[src/rtl/draw_circles_pkg.sv]
// Shared definitions for the circle renderer: colour constants, mode
// encoding and small width/slice helpers used by the top and the per-object
// distance pipeline.
package draw_pkg;

   // Colour shown when no object covers the pixel
   localparam int NULL_COLOR = 0;

   // Mode value that selects per-object colours
   localparam logic MODE_LIMITED = 1'b1;

   // Colour used for every object when mode is not LIMITED
   localparam logic [11:0] DEFAULT_SCORE_COLOR = 12'hF80;

   // Index width for n objects, never narrower than one bit
   function automatic int clog2_min1(input int n);
      int w;
      w = $clog2(n);
      return (w < 1) ? 1 : w;
   endfunction

   // Low bit of element idx in a flat bus of w-bit elements
   function automatic int slice_lsb(input int idx, input int w);
      return idx * w;
   endfunction

endpackage

[src/rtl/draw_circles_circle_hit_pipe.sv]
// Single-object distance pipeline: S1 computes the pixel-to-centre deltas,
// S2 squares them, and the S3 compare is presented combinationally so the
// top can register the priority result. Optional macro DRAW_CIRCLES_RING_EN
// turns the filled disk into a ring of width RING_W.
module circle_hit_pipe
   import draw_pkg::*;
#(
   parameter int COORD_W  = 11,
   parameter int RADIUS_W = 7
`ifdef DRAW_CIRCLES_RING_EN
   ,
   parameter int RING_W   = 3
`endif
) (
   input  logic                clk,
   input  logic                rst,
   input  logic                s0_valid_i,
   input  logic                s1_valid_i,
   input  logic [COORD_W-1:0]  x_i,
   input  logic [COORD_W-1:0]  y_i,
   input  logic [COORD_W-1:0]  ox_i,
   input  logic [COORD_W-1:0]  oy_i,
   input  logic [RADIUS_W-1:0] r_i,
   input  logic                en_i,
   output logic                in_o
);

   localparam int SQ_W  = 2 * COORD_W;
   localparam int R2_W  = 2 * RADIUS_W;
   localparam int CMP_W = (SQ_W > R2_W) ? SQ_W : R2_W;

   logic signed [COORD_W-1:0] dx_d, dy_d, dx_q, dy_q;
   logic                      off_d, off1_q, en1_q;
   logic [RADIUS_W-1:0]       r1_q;
   logic [COORD_W-1:0]        adx, ady;
   logic [SQ_W-1:0]           d2_d, d2_q;
   logic [R2_W-1:0]           r2_d, r2_q;
   logic                      off2_q, en2_q;
   logic                      ring_ok;

   // The object's own MSB (blank marker) does not take part in the distance test
   logic unused_obj_msb;
   assign unused_obj_msb = ox_i[COORD_W-1] ^ oy_i[COORD_W-1];

   // S1 combinational deltas on the low coordinate bits
   always_comb begin
      // NOTE: every output of a combinational block is assigned on every path, so no latch is inferred.
      dx_d  = $signed({1'b0, x_i[COORD_W-2:0]} - {1'b0, ox_i[COORD_W-2:0]});
      dy_d  = $signed({1'b0, y_i[COORD_W-2:0]} - {1'b0, oy_i[COORD_W-2:0]});
      off_d = x_i[COORD_W-1] | y_i[COORD_W-1];
   end

   // S1 register: deltas, off-screen flag and the object's radius/enable
   always_ff @(posedge clk or posedge rst) begin
      // NOTE: datapath registers are reset too, so no X ever reaches the outputs after reset.
      if (rst) begin
         dx_q   <= '0;
         dy_q   <= '0;
         off1_q <= 1'b0;
         en1_q  <= 1'b0;
         r1_q   <= '0;
      end else if (s0_valid_i) begin
         // NOTE: sequential state uses non-blocking assignments so all flops update together.
         dx_q   <= dx_d;
         dy_q   <= dy_d;
         off1_q <= off_d;
         en1_q  <= en_i;
         r1_q   <= r_i;
      end
   end

   // S2 combinational squares; magnitudes keep the products unsigned and exact
   always_comb begin
      adx  = dx_q[COORD_W-1] ? $unsigned(-dx_q) : $unsigned(dx_q);
      ady  = dy_q[COORD_W-1] ? $unsigned(-dy_q) : $unsigned(dy_q);
      d2_d = SQ_W'(adx) * SQ_W'(adx) + SQ_W'(ady) * SQ_W'(ady);
      r2_d = R2_W'(r1_q) * R2_W'(r1_q);
   end

`ifdef DRAW_CIRCLES_RING_EN
   logic [RADIUS_W-1:0] inner_r;
   logic [R2_W-1:0]     ri2_d, ri2_q;
   logic                filled_d, filled_q;

   // S2 inner-radius square; small radii degrade to a filled disk
   always_comb begin
      filled_d = (r1_q <= RADIUS_W'(RING_W));
      inner_r  = filled_d ? '0 : r1_q - RADIUS_W'(RING_W);
      ri2_d    = R2_W'(inner_r) * R2_W'(inner_r);
   end

   // S2 register for the ring bound
   always_ff @(posedge clk or posedge rst) begin
      if (rst) begin
         ri2_q    <= '0;
         filled_q <= 1'b0;
      end else if (s1_valid_i) begin
         ri2_q    <= ri2_d;
         filled_q <= filled_d;
      end
   end

   assign ring_ok = filled_q | (CMP_W'(d2_q) > CMP_W'(ri2_q));
`else
   assign ring_ok = 1'b1;
`endif

   // S2 register: squared distance and squared radius
   always_ff @(posedge clk or posedge rst) begin
      if (rst) begin
         d2_q   <= '0;
         r2_q   <= '0;
         off2_q <= 1'b0;
         en2_q  <= 1'b0;
      end else if (s1_valid_i) begin
         d2_q   <= d2_d;
         r2_q   <= r2_d;
         off2_q <= off1_q;
         en2_q  <= en1_q;
      end
   end

   // S3 coverage decision
   assign in_o = en2_q & ~off2_q & (CMP_W'(d2_q) <= CMP_W'(r2_q)) & ring_ok;

endmodule

[src/rtl/draw_circles.sv]
// Multi-object filled-circle renderer for a VGA pixel stream. Holds the
// frame-synchronous shadow copies of the object parameters, one distance
// pipeline per object, the lowest-index priority select and the per-frame
// "drawn" accumulator. Optional macro DRAW_CIRCLES_RING_EN draws rings of
// width RING_W instead of filled disks.
module draw_circles
   import draw_pkg::*;
#(
   parameter int                 N_OBJ         = 4,
   parameter int                 COORD_W       = 11,
   parameter int                 RADIUS_W      = 7,
   parameter int                 COLOR_W       = 12,
   parameter logic [COLOR_W-1:0] DEFAULT_COLOR = COLOR_W'(DEFAULT_SCORE_COLOR)
`ifdef DRAW_CIRCLES_RING_EN
   ,
   parameter int                 RING_W        = 3
`endif
) (
   input  logic                         clk,
   input  logic                         rst,
   input  logic                         frame_start,
   input  logic                         pix_valid,
   input  logic [COORD_W-1:0]           x,
   input  logic [COORD_W-1:0]           y,
   input  logic                         mode,
   input  logic [N_OBJ*COORD_W-1:0]     obj_x,
   input  logic [N_OBJ*COORD_W-1:0]     obj_y,
   input  logic [N_OBJ*RADIUS_W-1:0]    obj_r,
   input  logic [N_OBJ*COLOR_W-1:0]     obj_color,
   input  logic [N_OBJ-1:0]             obj_en,
   output logic                         color_valid,
   output logic [COLOR_W-1:0]           color,
   output logic                         hit,
   output logic [clog2_min1(N_OBJ)-1:0] hit_idx,
   output logic [N_OBJ-1:0]             obj_drawn
);

   localparam int HIT_W = clog2_min1(N_OBJ);

   logic [N_OBJ*COORD_W-1:0]  sh_x_q, sh_y_q, eff_x, eff_y;
   logic [N_OBJ*RADIUS_W-1:0] sh_r_q, eff_r;
   logic [N_OBJ*COLOR_W-1:0]  sh_color_q;
   logic [N_OBJ-1:0]          sh_en_q, eff_en;
   logic                      v1_q, v2_q, mode1_q, mode2_q;
   logic [N_OBJ-1:0]          in_vec, hit_vec, acc_q, obj_drawn_q;
   logic                      win_d;
   logic [HIT_W-1:0]          win_idx_d, hit_idx_q;
   logic [COLOR_W-1:0]        win_color_d, color_d, color_q;
   logic                      hit_q, color_valid_q;

   // Shadow copy of the object table, reloaded only at the frame boundary
   always_ff @(posedge clk or posedge rst) begin
      if (rst) begin
         sh_x_q     <= '0;
         sh_y_q     <= '0;
         sh_r_q     <= '0;
         sh_color_q <= '0;
         sh_en_q    <= '0;
      end else if (frame_start) begin
         sh_x_q     <= obj_x;
         sh_y_q     <= obj_y;
         sh_r_q     <= obj_r;
         sh_color_q <= obj_color;
         sh_en_q    <= obj_en;
      end
   end

   // A pixel arriving with frame_start already sees the new table
   assign eff_x  = frame_start ? obj_x  : sh_x_q;
   assign eff_y  = frame_start ? obj_y  : sh_y_q;
   assign eff_r  = frame_start ? obj_r  : sh_r_q;
   assign eff_en = frame_start ? obj_en : sh_en_q;

   // Valid and mode travel alongside the pixel through S1/S2
   always_ff @(posedge clk or posedge rst) begin
      if (rst) begin
         v1_q    <= 1'b0;
         v2_q    <= 1'b0;
         mode1_q <= 1'b0;
         mode2_q <= 1'b0;
      end else begin
         v1_q <= pix_valid;
         v2_q <= v1_q;
         if (pix_valid) mode1_q <= mode;
         if (v1_q)      mode2_q <= mode1_q;
      end
   end

   for (genvar i = 0; i < N_OBJ; i++) begin : g_obj
      circle_hit_pipe #(
         .COORD_W  (COORD_W),
         .RADIUS_W (RADIUS_W)
`ifdef DRAW_CIRCLES_RING_EN
         ,
         .RING_W   (RING_W)
`endif
      ) u_pipe (
         .clk        (clk),
         .rst        (rst),
         .s0_valid_i (pix_valid),
         .s1_valid_i (v1_q),
         .x_i        (x),
         .y_i        (y),
         .ox_i       (eff_x[slice_lsb(i, COORD_W) +: COORD_W]),
         .oy_i       (eff_y[slice_lsb(i, COORD_W) +: COORD_W]),
         .r_i        (eff_r[slice_lsb(i, RADIUS_W) +: RADIUS_W]),
         .en_i       (eff_en[i]),
         .in_o       (in_vec[i])
      );
   end

   assign hit_vec = in_vec & {N_OBJ{v2_q}};

   // Lowest-index covering object wins; scan downward so it overwrites last.
   // Colours come from the shadow table, which is stable for the whole frame.
   always_comb begin
      win_d       = 1'b0;
      win_idx_d   = '0;
      win_color_d = '0;
      for (int i = N_OBJ - 1; i >= 0; i--) begin
         if (in_vec[i]) begin
            win_d       = 1'b1;
            win_idx_d   = HIT_W'(i);
            win_color_d = sh_color_q[slice_lsb(i, COLOR_W) +: COLOR_W];
         end
      end
      if (!win_d)                     color_d = COLOR_W'(NULL_COLOR);
      else if (mode2_q == MODE_LIMITED) color_d = win_color_d;
      else                            color_d = DEFAULT_COLOR;
   end

   // S3 output register; data holds while no valid pixel completes
   always_ff @(posedge clk or posedge rst) begin
      if (rst) begin
         color_valid_q <= 1'b0;
         color_q       <= '0;
         hit_q         <= 1'b0;
         hit_idx_q     <= '0;
      end else begin
         color_valid_q <= v2_q;
         if (v2_q) begin
            color_q   <= color_d;
            hit_q     <= win_d;
            hit_idx_q <= win_idx_d;
         end
      end
   end

   // Per-frame coverage accumulator, published and cleared at frame_start
   always_ff @(posedge clk or posedge rst) begin
      if (rst) begin
         acc_q       <= '0;
         obj_drawn_q <= '0;
      end else if (frame_start) begin
         obj_drawn_q <= acc_q | hit_vec;
         acc_q       <= '0;
      end else begin
         acc_q <= acc_q | hit_vec;
      end
   end

   assign color_valid = color_valid_q;
   assign color       = color_q;
   assign hit         = hit_q;
   assign hit_idx     = hit_idx_q;
   assign obj_drawn   = obj_drawn_q;

endmodule

[config.mk]
export PLATFORM = sky130hd
export DESIGN_NAME = draw_circles
export DESIGN_NICKNAME = d
export VERILOG_FILES = /design/src/rtl/draw_circles_pkg.sv /design/src/rtl/draw_circles_circle_hit_pipe.sv /design/src/rtl/draw_circles.sv
export SDC_FILE = /design/constraint.sdc
export NUM_CORES = 2
export LEC_CHECK = 0
export BUFFER_PORTS_ARGS = -buffer_cell sky130_fd_sc_hd__buf_4
export CAP_MARGIN = 20
export CORE_MARGIN = 5
export CORE_UTILIZATION = 45
export DETAILED_ROUTE_END_ITERATION = 12
export SLEW_MARGIN = 10
export SYNTH_ARGS = -nofsm -noshare
export SYNTH_HDL_FRONTEND = slang
export SYNTH_SLANG_ARGS = --single-unit
[constraint.sdc]
create_clock -name clk -period 34.8 [get_ports clk]
set_input_delay 1.74 -clock clk [delete_from_list [all_inputs] [get_ports clk]]
set_output_delay 1.74 -clock clk [all_outputs]
set_load 0.02 [all_outputs]
## Word-level counts from Yosys, hierarchy flattened

Index checks and enable logic that the tools add are counted.

- Latch bits: 0
- Word-level logic and storage cells: 122
- Input port bits: 195
- Register bits after elaboration: 464
- ROM bits: 0
- Output and inout port bits: 20
- Bits in writable memories: 0
- Memories: 0

- Add/sub/neg operators: 20
- Multipliers: 12
- Div/mod/pow operators: 0
- Equality and inequality tests: 0
- Mux-type cells: 27
- Bitwise gates (word level): 12
- Order comparisons: 4
- Shifts and indexed selects: 0
- Reductions and logical operators: 0

Operator list:

| cell | number |
|---|---|
| $mul 11x11->22 | 8 |
| $add 22x22->22 | 4 |
| $le 22x14->1 | 4 |
| $mux 11 | 8 |
| $neg 11->11 | 8 |
| $sub 10x10->11 | 8 |
| $mux 43 | 2 |
| $mux 12 | 6 |
| $mul 7x7->14 | 4 |
| $mux 28 | 1 |
| $and 1x1->1 | 8 |
| $mux 2 | 4 |
| $mux 4 | 2 |
| $and 4x4->4 | 1 |
| $mux 1 | 4 |
| $or 4x4->4 | 1 |
| $not 1->1 | 1 |
| $or 1x1->1 | 1 |

## Logic depth before layout (Yosys ltp)

- Word-level depth: 9
- Gate-level depth with buffers: 32

## By module

A second synthesis with hierarchy kept.

- Cells, all modules: 5,747
- Area total of the unflattened synthesis: 55,389.4 µm²

By module, submodules not included:

| module | sequential area each (µm²) | times used | cells an instance | area an instance (µm²) |
|---|---|---|---|---|
| circle_hit_pipe (g_obj[0].u_pipe) | 1,701.6 | 1 | 1,342 | 12,136.6 |
| circle_hit_pipe (g_obj[1].u_pipe) | 1,701.6 | 1 | 1,329 | 12,056.6 |
| circle_hit_pipe (g_obj[3].u_pipe) | 1,701.6 | 1 | 1,315 | 11,915.2 |
| circle_hit_pipe (g_obj[2].u_pipe) | 1,701.6 | 1 | 1,282 | 11,721.2 |
| draw_circles | 4,904.7 | 1 | 479 | 7,559.8 |

## Worst setup path before layout

No wires, ideal clock.

- Path type: register to register
- Start point: reg g_obj[2].u_pipe.dx_q[0]
- End point: reg g_obj[2].u_pipe.d2_q[20]
- Cell stages (with the launch flop): 25
- Library setup time: 125 ps
- Buffers on the path: 0
- Slack: 26,816 ps
- Data required time: 34,675 ps
- Arrival time: 7,859 ps
- Cell sequence: dfrtp_1 > or4_1 > or3_1 > o21ai_0 > xnor2_1 > inv_1 > nor2_1 > fa_1 > inv_1 > fa_1 > fa_1 > inv_1 > fa_1 > fa_1 > fa_1 > fa_1 > ha_1 > a211oi_1 > o211ai_1 > a221oi_1 > o21ai_0 > or4_1 > a31oi_1 > xnor2_1 > mux2_2

- Longest elaborated chain between the ends: 4

Ends and longest elaborated chain:

| item | line | text |
|---|---|---|
| from (decl) | draw_circles_circle_hit_pipe.sv:32 | `logic signed [COORD_W-1:0] dx_d, dy_d, dx_q, dy_q;` |
| from (signal assigned) | draw_circles_circle_hit_pipe.sv:57 | `dx_q <= '0;` |
| from (signal assigned) | draw_circles_circle_hit_pipe.sv:64 | `dx_q <= dx_d;` |
| $neg 11->11 | draw_circles_circle_hit_pipe.sv:74 | `adx = dx_q[COORD_W-1] ? $unsigned(-dx_q) : $unsigned(dx_q);` |
| $mux 11 * | draw_circles_circle_hit_pipe.sv:74 |  |
| $mul 11x11->22 * | draw_circles_circle_hit_pipe.sv:76 | `d2_d = SQ_W'(adx) * SQ_W'(adx) + SQ_W'(ady) * SQ_W'(ady);` |
| $add 22x22->22 * | draw_circles_circle_hit_pipe.sv:76 |  |
| to (signal assigned) | draw_circles_circle_hit_pipe.sv:111 | `d2_q <= '0;` |
| to (signal assigned) | draw_circles_circle_hit_pipe.sv:116 | `d2_q <= d2_d;` |
| to (decl) | draw_circles_circle_hit_pipe.sv:36 | `logic [SQ_W-1:0] d2_d, d2_q;` |

Every way passes the cells marked *; elsewhere a longest branch is shown, timed or not.
A chain may end at the register's enable or synchronous reset.

## Final worst setup path

Ends and elaborated chain as after synthesis.

==> flow_metrics.py <==
metrics = {
    "cells_and_area": {
        "layout-drive-gt1-share_pct": 8.584,
        "area_growth_pct": 9.775,
        "final_net_count": 7441,
        "utilization_pct": 49.87,
        "final_area_um2": 59040,
    },
    "global_route": {
        "antenna_found_initial": 21,
        "overflow": 0,
        "grt_pass1_wl_mm": 215.1,
        "track_usage_pct": 21.47,
        "grt_max_degree": 169,
        "grt_pass1_vias": 39845,
    },
    "routing": {
        "drtIter0Drc": 1921,
        "routed_via_density": 5.012,
        "wl_per_cell_um": 17.58,
        "dr.pass1.iters": 5,
        "antenna_left": 0,
        "wl_mm": 133.0,
        "num_vias": 37896,
        "drc": 0,
    },
    "sta": {
        "fin_crit_sh_pct": 27.17,
        "worst_slew_pin_slew_ns": 1.131,
        "relSlewSlack_pct": 24.32,
        "whs_ns": 0.4805,
        "setup_viol_count_final": 0,
        "fin_crit_ns": 9.455,
        "fmax_mhz": 105.8,
        "finClkSkew_ns": 0.01427,
        "final_max_slew_viol_count": 0,
        "rsz0062_at_grt": "no",
        "hold_viol": 0,
        "finalSetupTns_ns": 0,
    },
    "worst_setup_path": {
        "end_kind": "register",
        "rrSetupSlack_ns": 25.35,
        "cp.required_ns": 35.30,
        "cp.arrival_ns": 9.96,
        "critPathCapture": "g_obj[2].u_pipe.d2_q[20]",
        "rr_worst_depth": 24,
        "crit_path_start": "g_obj[2].u_pipe.dx_q[0]",
        "worst-setup-path-type": "register to register",
        "startpoint_type": "register",
        "crit_fanout": 8,
        "rr_startpoint": "g_obj[2].u_pipe.dx_q[0]",
        "r2r-end": "g_obj[2].u_pipe.d2_q[20]",
    },
    "synthesis": {
        "ys_async_sr_fraction_pct": 100.0,
        "syn_avg_cell_area_um2": 9.446,
        "synth_seq_cells": 454,
        "synthFlopType": "dfrtp_1",
        "yosys_warnings": 0,
        "synth_cells": 5694,
        "synthTopCellsByArea": "fa_1 27%, dfrtp_1 21%, ha_1 14%",
        "yosysTopAreaCellShare_pct": 26.91,
        "synth-seq-area-share_pct": 21.12,
        "synth_area_um2": 53790,
        "synth_edf_count": 0,
        "synth_top_cell_by_area": "fa_1",
        "netlist-cell-type-count": 81,
    },
    "cts": {
        "post_cts_buffers": 0,
        "cts_max_level": 2,
        "clock_latency_ns": 0.63,
        "clock_path_buffers": 3,
        "numCtsBuffers": 51,
        "hold_buffers": 0,
        "clockRootBuffer": "clkbuf_16",
        "cts_resized": 0,
        "cts_tree": "done",
        "clock_sinks": 454,
        "clk_pin_slew_ns": 0.06,
    },
    "placement": {
        "finalWeightedCongestion": 0.8663,
        "portBuffers": 206,
        "dp_hpwl_mm": 109.9,
        "placed_cell_area_um2": 57310,
    },
    "floorplan": {
        "initial_core_util_pct": 45.43,
        "die_y_um": 355.7,
        "num_rows": 126,
        "ios": 215,
        "core_area_um2": 118400,
        "dieArea_um2": 126500,
        "dieWidth_um": 355.7,
    },
    "worst_hold_path": {
        "hold_class": "register to register",
        "whs_path_depth": 2,
    },
    "run_status": {
        "outcome": "finished, final reports clean",
    },
    "job": {
        "maxCapViolCount": 0,
    },
}
Yosys cell counts (13+ instances only):
cell type,count
ha_1,607
a31oi_1,21
buf_1,17
or2_2,19
nand3_1,33
a21o_1,45
o31ai_1,52
nand2_1,394
o21bai_1,16
fa_1,723
nor2_1,495
clkbuf_1,100
o21a_1,49
a21oi_1,139
clkinv_1,13
xor2_1,69
o21ai_0,186
mux2_2,155
xnor2_1,156
a21boi_0,27
a211oi_1,26
nor2b_1,35
dfrtp_1,454
mux2i_1,92
and2_1,62
o41ai_1,13
nand4_1,13
nor3_1,73
nand2b_1,30
inv_1,1342
or3_1,36
and3_1,33
registers in the layout (all words and copies together) (netlist names), 12 cells and up:
| name | count |
|---|---|
| g_obj.u_pipe.d2_q | 88 |
| g_obj.u_pipe.r2_q | 52 |
| sh_color_q | 48 |
| g_obj.u_pipe.dx_q | 44 |
| g_obj.u_pipe.dy_q | 44 |
| sh_x_q | 40 |
| sh_y_q | 40 |
| g_obj.u_pipe.r1_q | 28 |
| sh_r_q | 28 |
| color | 12 |
final cells by class:
| type | instances | area, um2 |
|---|---|---|
| flip-flops and latches | 454 | 11360 |
| repair buffers | 233 | 1774 |
| multi-input cells | 3817 | 37080 |
| clock inverters | 19 | 256.5 |
| fillers | 11121 | 59350 |
| diodes | 8 | 20.02 |
| clock buffers | 71 | 1433 |
| well taps | 1600 | 2002 |
| inverters | 1359 | 5111 |
metal layers:
layer / routed length [um] / GRT usage, % / vias up / share of wire [%]
met5: 80 / 0 / - / 0.060
met4: 3995 / 5.864 / 12 / 3.0
met3: 9385 / 5.702 / 193 / 7.1
met2: 59600 / 34.13 / 785 / 45
met1: 59900 / 29.19 / 18618 / 45
li1: - / - / 18288 / -
how the worst min path moves through the flow:
stage                                  from                       to
global route        g_obj[2].u_pipe.r2_q[7]  g_obj[2].u_pipe.r2_q[7]
detailed placement  g_obj[2].u_pipe.r2_q[7]  g_obj[2].u_pipe.r2_q[7]
floorplan                              v1_q                     v2_q
CTS                 g_obj[2].u_pipe.r2_q[7]  g_obj[2].u_pipe.r2_q[7]
global placement                   acc_q[3]                 acc_q[3]
finish                             acc_q[2]                 acc_q[2]
cells in the final DEF (no fill, tap or decap), types with 36 or more instances in the layout:
master	instances
a21o_1	45
ha_1	607
buf_4	230
xor2_1	69
nor3_1	73
conb_1	56
inv_1	1341
o31ai_1	52
mux2i_1	92
clkbuf_16	52
a21oi_1	139
o21a_1	49
mux2_2	155
or3_1	36
fa_1	723
nor2_1	495
o21ai_0	186
dfrtp_1	453
nand2_1	394
and2_1	62
xnor2_1	156
through the flow:
step	instances	setup WS, ns
2_1_floorplan	5748	20.40
3_3_place_gp	7461	25.24
3_5_place_dp	7461	25.23
4_1_cts	7551	25.21
5_1_grt	7553	24.88
6_report	7561	25.35
kinds of logic (layout without fill, tap and decap cells):
group | after synthesis | count (layout) | synth area share [%]
adders and majority gates | 1330 | 1330 | 41.03
DFF | 454 | 454 | 21.12
AOI/OAI and AO/OA | 687 | 687 | 8.258
xor gates and xnor gates | 227 | 227 | 3.724
and+or+nand+nor | 1270 | 1270 | 10.58
buffers and inverters | 1477 | 1682 | 10.31
muxes | 247 | 247 | 4.957
other | 2 | 64 | 0.01396
worst max-delay path, stage by stage (launching register included):
cell	delay (ns)
dfrtp_1	0.52
or4_1	0.58
or3_1	0.34
o21ai_0	0.69
xnor2_1	0.37
inv_1	0.30
nor2_1	0.14
fa_1	0.59
inv_1	0.06
fa_1	0.50
fa_1	0.51
inv_1	0.05
fa_1	0.58
fa_1	0.45
fa_1	0.53
fa_1	0.44
ha_1	0.35
a211oi_1	0.25
o211ai_1	0.19
a221oi_1	0.54
o21ai_0	0.30
or4_1	0.48
a31oi_1	0.22
xnor2_1	0.08
mux2_2	0.26
Power is not shown: default switching activity piles up to over one toggle a cycle in this logic, so the estimate is an artifact.
